File: config.mk
export PLATFORM = sky130hd
export DESIGN_NAME = mem_bus_arbiter
export DESIGN_NICKNAME = d
export VERILOG_FILES = /design/src/rtl/proc_pkg.sv /design/src/rtl/arb_wait_cnt.sv /design/src/rtl/mem_bus_arbiter.sv
export SDC_FILE = /design/constraint.sdc
export NUM_CORES = 1
export LEC_CHECK = 0
export CAP_MARGIN = 40
export CORE_MARGIN = 10
export CORE_UTILIZATION = 46
export CTS_CLUSTER_DIAMETER = 30
export DETAILED_ROUTE_END_ITERATION = 8
export PLACE_DENSITY_LB_ADDON = 0.15
export REMOVE_ABC_BUFFERS = 1
export SYNTH_ARGS = -nofsm -noshare
export SYNTH_HDL_FRONTEND = slang
export SYNTH_SLANG_ARGS = --single-unit
File: constraint.sdc
create_clock -name clk -period 4 [get_ports clk]
set_input_delay 0.8 -clock clk [delete_from_list [all_inputs] [get_ports clk]]
set_output_delay 0.8 -clock clk [all_outputs]
set_load 0.005 [all_outputs]
File: src/rtl/proc_pkg.sv
// Shared definitions for the memory bus arbiter.
//   - arbiter state encodings (IDLE / ACCESS / RESP)
//   - grant owner encodings (CPU / external port)
//   - default address and data widths
package proc_pkg;

  typedef enum logic [1:0] {
    ARB_IDLE   = 2'd0,
    ARB_ACCESS = 2'd1,
    ARB_RESP   = 2'd2
  } arb_state_t;

  typedef enum logic {
    OWN_CPU = 1'b0,
    OWN_EXT = 1'b1
  } arb_owner_t;

  localparam int DEF_ADDR_W = 8;
  localparam int DEF_DATA_W = 8;

endpackage

File: src/rtl/arb_wait_cnt.sv
// Loadable 4-bit down-counter that paces memory wait states.
// Ports:
//   clk        - system clock, rising edge
//   clr        - asynchronous active-low reset (count returns to 0)
//   i_load     - load i_load_val (has priority over i_en)
//   i_en       - decrement by one; holds at zero
//   i_load_val - value loaded on i_load
//   o_zero     - high while the count is zero
module arb_wait_cnt (
  input  logic       clk,
  input  logic       clr,
  input  logic       i_load,
  input  logic       i_en,
  input  logic [3:0] i_load_val,
  output logic       o_zero
);

  logic [3:0] r_cnt;

  always_ff @(posedge clk or negedge clr) begin
    if (!clr) begin
      r_cnt <= 4'd0;
    end else if (i_load) begin
      r_cnt <= i_load_val;
    end else if (i_en && (r_cnt != 4'd0)) begin
      r_cnt <= r_cnt - 4'd1;
    end
  end

  assign o_zero = (r_cnt == 4'd0);

endmodule

File: src/rtl/mem_bus_arbiter.sv
// Arbitrates the single memory port between the processor core and an
// external requester (loader/debug/DMA). Each access is granted in IDLE,
// runs WAIT_CYC+1 cycles in ACCESS, and is acknowledged for one cycle in RESP.
// Ports:
//   clk, clr                           - clock, asynchronous active-low reset
//   cpu_req/rw/addr/wdata              - core request (held until cpu_ack)
//   cpu_rdata, cpu_ack                 - core read data, completion pulse
//   cpu_hold                           - combinational stall to the core sequencer
//   ext_req/rw/addr/wdata              - external request (held until ext_ack)
//   ext_rdata, ext_ack                 - external read data, completion pulse
//   mem_en/rw/addr/wdata, mem_rdata    - memory macro interface
module mem_bus_arbiter
  import proc_pkg::*;
#(
  parameter int ADDR_W         = DEF_ADDR_W,
  parameter int DATA_W         = DEF_DATA_W,
  parameter int WAIT_CYC       = 0,
  parameter int MAX_CPU_STREAK = 4
) (
  input  logic              clk,
  input  logic              clr,
  input  logic              cpu_req,
  input  logic              cpu_rw,
  input  logic [ADDR_W-1:0] cpu_addr,
  input  logic [DATA_W-1:0] cpu_wdata,
  output logic [DATA_W-1:0] cpu_rdata,
  output logic              cpu_ack,
  output logic              cpu_hold,
  input  logic              ext_req,
  input  logic              ext_rw,
  input  logic [ADDR_W-1:0] ext_addr,
  input  logic [DATA_W-1:0] ext_wdata,
  output logic [DATA_W-1:0] ext_rdata,
  output logic              ext_ack,
  output logic              mem_en,
  output logic              mem_rw,
  output logic [ADDR_W-1:0] mem_addr,
  output logic [DATA_W-1:0] mem_wdata,
  input  logic [DATA_W-1:0] mem_rdata
);

  localparam logic [3:0] LP_WAIT       = 4'(WAIT_CYC);
  localparam logic [3:0] LP_MAX_STREAK = 4'(MAX_CPU_STREAK);

  arb_state_t        r_state, w_state_nxt;
  arb_owner_t        r_owner, w_owner_nxt;
  logic [3:0]        r_streak, w_streak_nxt;
  logic              r_mem_en, w_mem_en_nxt;
  logic              r_mem_rw, w_mem_rw_nxt;
  logic [ADDR_W-1:0] r_mem_addr, w_mem_addr_nxt;
  logic [DATA_W-1:0] r_mem_wdata, w_mem_wdata_nxt;
  logic [DATA_W-1:0] r_cpu_rdata, w_cpu_rdata_nxt;
  logic [DATA_W-1:0] r_ext_rdata, w_ext_rdata_nxt;
  logic              r_cpu_ack, w_cpu_ack_nxt;
  logic              r_ext_ack, w_ext_ack_nxt;

  logic w_wait_load, w_wait_en, w_wait_zero;
  logic w_any_req, w_win_ext;

  arb_wait_cnt u_wait_cnt (
    .clk        (clk),
    .clr        (clr),
    .i_load     (w_wait_load),
    .i_en       (w_wait_en),
    .i_load_val (LP_WAIT),
    .o_zero     (w_wait_zero)
  );

  // External port wins when alone, or when the CPU has used up its streak.
  assign w_any_req = cpu_req | ext_req;
  assign w_win_ext = ext_req & (~cpu_req | (r_streak == LP_MAX_STREAK));

  // State and registered outputs
  always_ff @(posedge clk or negedge clr) begin
    if (!clr) begin
      r_state     <= ARB_IDLE;
      r_owner     <= OWN_CPU;
      r_streak    <= 4'd0;
      r_mem_en    <= 1'b0;
      r_mem_rw    <= 1'b0;
      r_mem_addr  <= '0;
      r_mem_wdata <= '0;
      r_cpu_rdata <= '0;
      r_ext_rdata <= '0;
      r_cpu_ack   <= 1'b0;
      r_ext_ack   <= 1'b0;
    end else begin
      r_state     <= w_state_nxt;
      r_owner     <= w_owner_nxt;
      r_streak    <= w_streak_nxt;
      r_mem_en    <= w_mem_en_nxt;
      r_mem_rw    <= w_mem_rw_nxt;
      r_mem_addr  <= w_mem_addr_nxt;
      r_mem_wdata <= w_mem_wdata_nxt;
      r_cpu_rdata <= w_cpu_rdata_nxt;
      r_ext_rdata <= w_ext_rdata_nxt;
      r_cpu_ack   <= w_cpu_ack_nxt;
      r_ext_ack   <= w_ext_ack_nxt;
    end
  end

  // Next state
  always_comb begin
    w_state_nxt = r_state;
    case (r_state)
      ARB_IDLE:   if (w_any_req) w_state_nxt = ARB_ACCESS;
      ARB_ACCESS: if (w_wait_zero) w_state_nxt = ARB_RESP;
      ARB_RESP:   w_state_nxt = ARB_IDLE;  // never re-grant from RESP
      default:    w_state_nxt = ARB_IDLE;
    endcase
  end

  // Next values of the registered outputs
  always_comb begin
    w_owner_nxt     = r_owner;
    w_streak_nxt    = r_streak;
    w_mem_en_nxt    = r_mem_en;
    w_mem_rw_nxt    = r_mem_rw;
    w_mem_addr_nxt  = r_mem_addr;
    w_mem_wdata_nxt = r_mem_wdata;
    w_cpu_rdata_nxt = r_cpu_rdata;
    w_ext_rdata_nxt = r_ext_rdata;
    w_cpu_ack_nxt   = 1'b0;
    w_ext_ack_nxt   = 1'b0;
    w_wait_load     = 1'b0;
    w_wait_en       = 1'b0;
    case (r_state)
      ARB_IDLE: begin
        w_mem_en_nxt = 1'b0;
        if (w_any_req) begin
          w_mem_en_nxt = 1'b1;
          w_wait_load  = 1'b1;
          if (w_win_ext) begin
            w_owner_nxt     = OWN_EXT;
            w_mem_rw_nxt    = ext_rw;
            w_mem_addr_nxt  = ext_addr;
            w_mem_wdata_nxt = ext_wdata;
            w_streak_nxt    = 4'd0;
          end else begin
            w_owner_nxt     = OWN_CPU;
            w_mem_rw_nxt    = cpu_rw;
            w_mem_addr_nxt  = cpu_addr;
            w_mem_wdata_nxt = cpu_wdata;
            // Only contended CPU grants count toward the streak.
            if (!ext_req) begin
              w_streak_nxt = 4'd0;
            end else if (r_streak != 4'hF) begin
              w_streak_nxt = r_streak + 4'd1;
            end
          end
        end
      end
      ARB_ACCESS: begin
        if (!w_wait_zero) begin
          w_wait_en = 1'b1;
        end else begin
          w_mem_en_nxt = 1'b0;
          if (r_owner == OWN_EXT) begin
            w_ext_ack_nxt = 1'b1;
            if (!r_mem_rw) w_ext_rdata_nxt = mem_rdata;
          end else begin
            w_cpu_ack_nxt = 1'b1;
            if (!r_mem_rw) w_cpu_rdata_nxt = mem_rdata;
          end
        end
      end
      default: ;
    endcase
  end

  assign mem_en    = r_mem_en;
  assign mem_rw    = r_mem_rw;
  assign mem_addr  = r_mem_addr;
  assign mem_wdata = r_mem_wdata;
  assign cpu_rdata = r_cpu_rdata;
  assign ext_rdata = r_ext_rdata;
  assign cpu_ack   = r_cpu_ack;
  assign ext_ack   = r_ext_ack;
  assign cpu_hold  = cpu_req & ~r_cpu_ack;

endmodule

==> impl_results.md <==
- Die W: 87.6 um
- Mapped Cells: 196
- Drt wl/cell: 16.7 um
- Antenna Nets Post-Route: 0
- Post-synth EDFFs: 0
- Htree depth: 2
- Reg area: 1180 um2
- I/O Buffers: 82
- CTS tree: done
- Post-Syn Area: around 2100 um2
- Worst EP required: 3.20 ns
- Worst path arrival time: ~2 ns
- Final WL: 5560 um
- Die Span Y: between 80 and 90 um
- Post-synth ARST share: 100%
- Slowest CP cell: clkdlybuf4s50_1
- First-pass GRT wire length: 8740 um
- Flop-to-flop setup slack: 2.04 ns
- Main synth FF type: dfrtp_1
- Max-cap check violation count: 0
- Critical path type: in -> out
- Clk sinks: between 40 and 50
- FP Rows: 24
- FILL cells: 337
- Seq cells post-synth: 47
- Final worst-path cycle share: 71.5%
- Finish-stage setup viols: 0
- Worst-margin pin slew: a little under 0.9 ns
- Tmin final: 2.86 ns
- Outcome: finished, final reports clean
- Relative slew slack: a little over two fifths
- Util after Layout: about 70%
- DRC Markers: 0
- Busiest layer in global routing: met2
- Initial antenna violation count: 0
- Syn-to-layout area delta: 46.5%
- Share of layout cells above drive strength 1: 12.8%
- Setup TNS: 0 ns
- Count of cell types in the netlist: 35
- RSZ-0062 raised after global routing: false
- CTS buffer count: 5
- Critical path startpoint category: input port
- Initial Util: 48.0%
- Setup Buffers After CTS: 0
- Die area: 7680 um2
- Max Root-Sink Buffers: 2
- Crit path from: cpu_req
- Syn avg cell area: 10.7 um2
- Final setup skew: 0.00610 ns
- Pwr dens: between 600 and 700 nW/um2
- GP Congestion: 0.754
- CP Cell Sequence: clkdlybuf4s50_1, nor2b_1, clkdlybuf4s50_1
- Via total after detailed routing: between 1500 and 2000
- Nets@finish: 330
- Worst-path fanout max: 7
- R2R cell count: 6
- Vias in the first global route: approximately 1700
- Worst path most repeated cell: clkdlybuf4s50_1
- Max rail drop VDD: 0.354 mV
- Final Hold Viols: 0
- Ant diodes: 0
- GR Util met3: 7.61%
- Type of destination of the critical path: primary output
- YS warnings: 0
- Count of hold-fix buffers inserted at cts: 0
- Ports: 83
- P_leak: 1.34 nW
- Fmax: 0.350 GHz
- DR pass1 iterations: 4
- Largest net degree at the start of global routing: 27
- CP endpoint: cpu_hold
- Clk slew on worst S/H paths: 0.08 ns
- Routed vias/inst: 5.22
- Clock Latency Late Sink: 0.29 ns
- Multi-input combinational cell area: 875 um2
- RR Endpoint: mem_wdata[7]
- GRT Util Overall: 14.4%
- Core ar.: 4380 um2
- Worst path max stage delay: 0.60 ns
- Hold WS: 0.472 ns
- HP Class: in -> async
- Number of gates resized after CTS: 0
- Grt met2 use: 22.7%
- Sequential area share after synthesis: between 50% and 60%
- Root Buffer: clkbuf_8
- Met1 usage: 17.0%
- Fin. max-slew vios: 0
- 1st-iter DRT viols: 118
- Remaining global-route overflow: 0
- Detail Placement HPWL: 4180 um
- R2r startpoint: r_streak[0]
routing by layer:
metal	wire [um]	vias to the layer above
met5	0	-
met4	55	0
met3	524	6
met2	2700	55
met1	2280	840
li1	-	837
area by class of cell:
class                   instances  share of cell area (%)
inverters                       4                   0.487
clock buffers                   8                    3.25
repair buffers                 85                    27.6
multi-input cells             137                    28.4
well taps                      52                    2.11
flip-flops and latches         47                    38.2
kinds of logic (layout without fill, tap and decap cells):
kind of cell	after synthesis	after routing	synth area share [%]
mux	17	17	9.40
compound gates	50	50	13.3
xor+xnor	2	2	0.833
simple gates	64	64	15.6
flops	47	47	55.9
fa+ha+maj	4	4	2.38
buf+inv	12	97	2.50
how the worst min path moves through the flow:
stage | depth (start not counted) | slack (ns) | endpoint | startpoint
after floorplan | 1 | 0.45 | u_wait_cnt.r_cnt[3] | u_wait_cnt.r_cnt[3]
after global placement | 1 | 0.47 | u_wait_cnt.r_cnt[3] | u_wait_cnt.r_cnt[3]
after detailed placement | 1 | 0.48 | u_wait_cnt.r_cnt[3] | u_wait_cnt.r_cnt[3]
after CTS | 1 | 0.48 | mem_wdata[1] | clr
after global routing | 1 | 0.50 | mem_wdata[1] | clr
final | 1 | 0.47 | mem_wdata[1] | clr
sequential cells by signal (all words and copies together) (netlist names), 2 cells and up:
name / count
cpu_rdata: 8
u_wait_cnt.r_cnt: 4
r_state: 2
ext_rdata: 8
r_streak: 4
mem_wdata: 8
mem_addr: 8
metrics by stage:
step / total power (W) / worst slack, ns / instances / instance area (um2)
2_1_floorplan: 0.00119 / 1.62 / 188 / 2070
3_3_place_gp: 0.00173 / 1.16 / 324 / 2960
3_5_place_dp: 0.00175 / 1.15 / 325 / 2980
4_1_cts: 0.00207 / 1.14 / 333 / 3080
5_1_grt: 0.00218 / 1.09 / 333 / 3080
6_report: 0.00204 / 1.14 / 333 / 3080
cell usage after synthesis (2+ instances only):
master / count / area share, %
nor2b_1: 2 / 0.59
inv_1: 4 / 0.71
nand3b_1: 2 / 0.71
a21bo_2: 2 / 0.95
ha_1: 4 / 2.4
buf_2: 3 / 0.71
mux2_2: 14 / 7.5
a22o_1: 2 / 0.83
and3_1: 2 / 0.59
dfrtp_1: 47 / 56
clkbuf_1: 4 / 0.71
o21ai_0: 5 / 1.2
nor2_1: 22 / 3.9
mux2_4: 2 / 1.4
nand3_1: 4 / 0.95
a21oi_1: 38 / 9.0
nand2_1: 21 / 3.7
power by group:
group	internal [W]	total [W]	switching (W)	leakage [nW]
registers	0.000679	0.000798	0.000119	0.563
logic	0.000562	0.000929	0.000367	0.730
clock network	0.000158	0.000312	0.000154	0.0515
worst max-delay path: cells and delay by family:
kind | cells | cell delay (ns)
buffers and inverters | 2 | 1.10
AND/OR/NAND/NOR | 1 | 0.16
placed cells by master (no fill, tap or decap), types with 2 or more instances in the layout:
cell type,instances
nand3b_1,2
a22o_1,2
buf_4,2
ha_1,4
nand2_1,21
and3_1,2
nand3_1,4
dfrtp_1,47
inv_1,4
mux2_2,14
nor2_1,22
nor2b_1,2
clkbuf_8,7
clkdlybuf4s50_1,81
o21ai_0,4
mux2_4,2
a21bo_2,2
a21oi_1,38
Power figures use the tool's default switching activity.
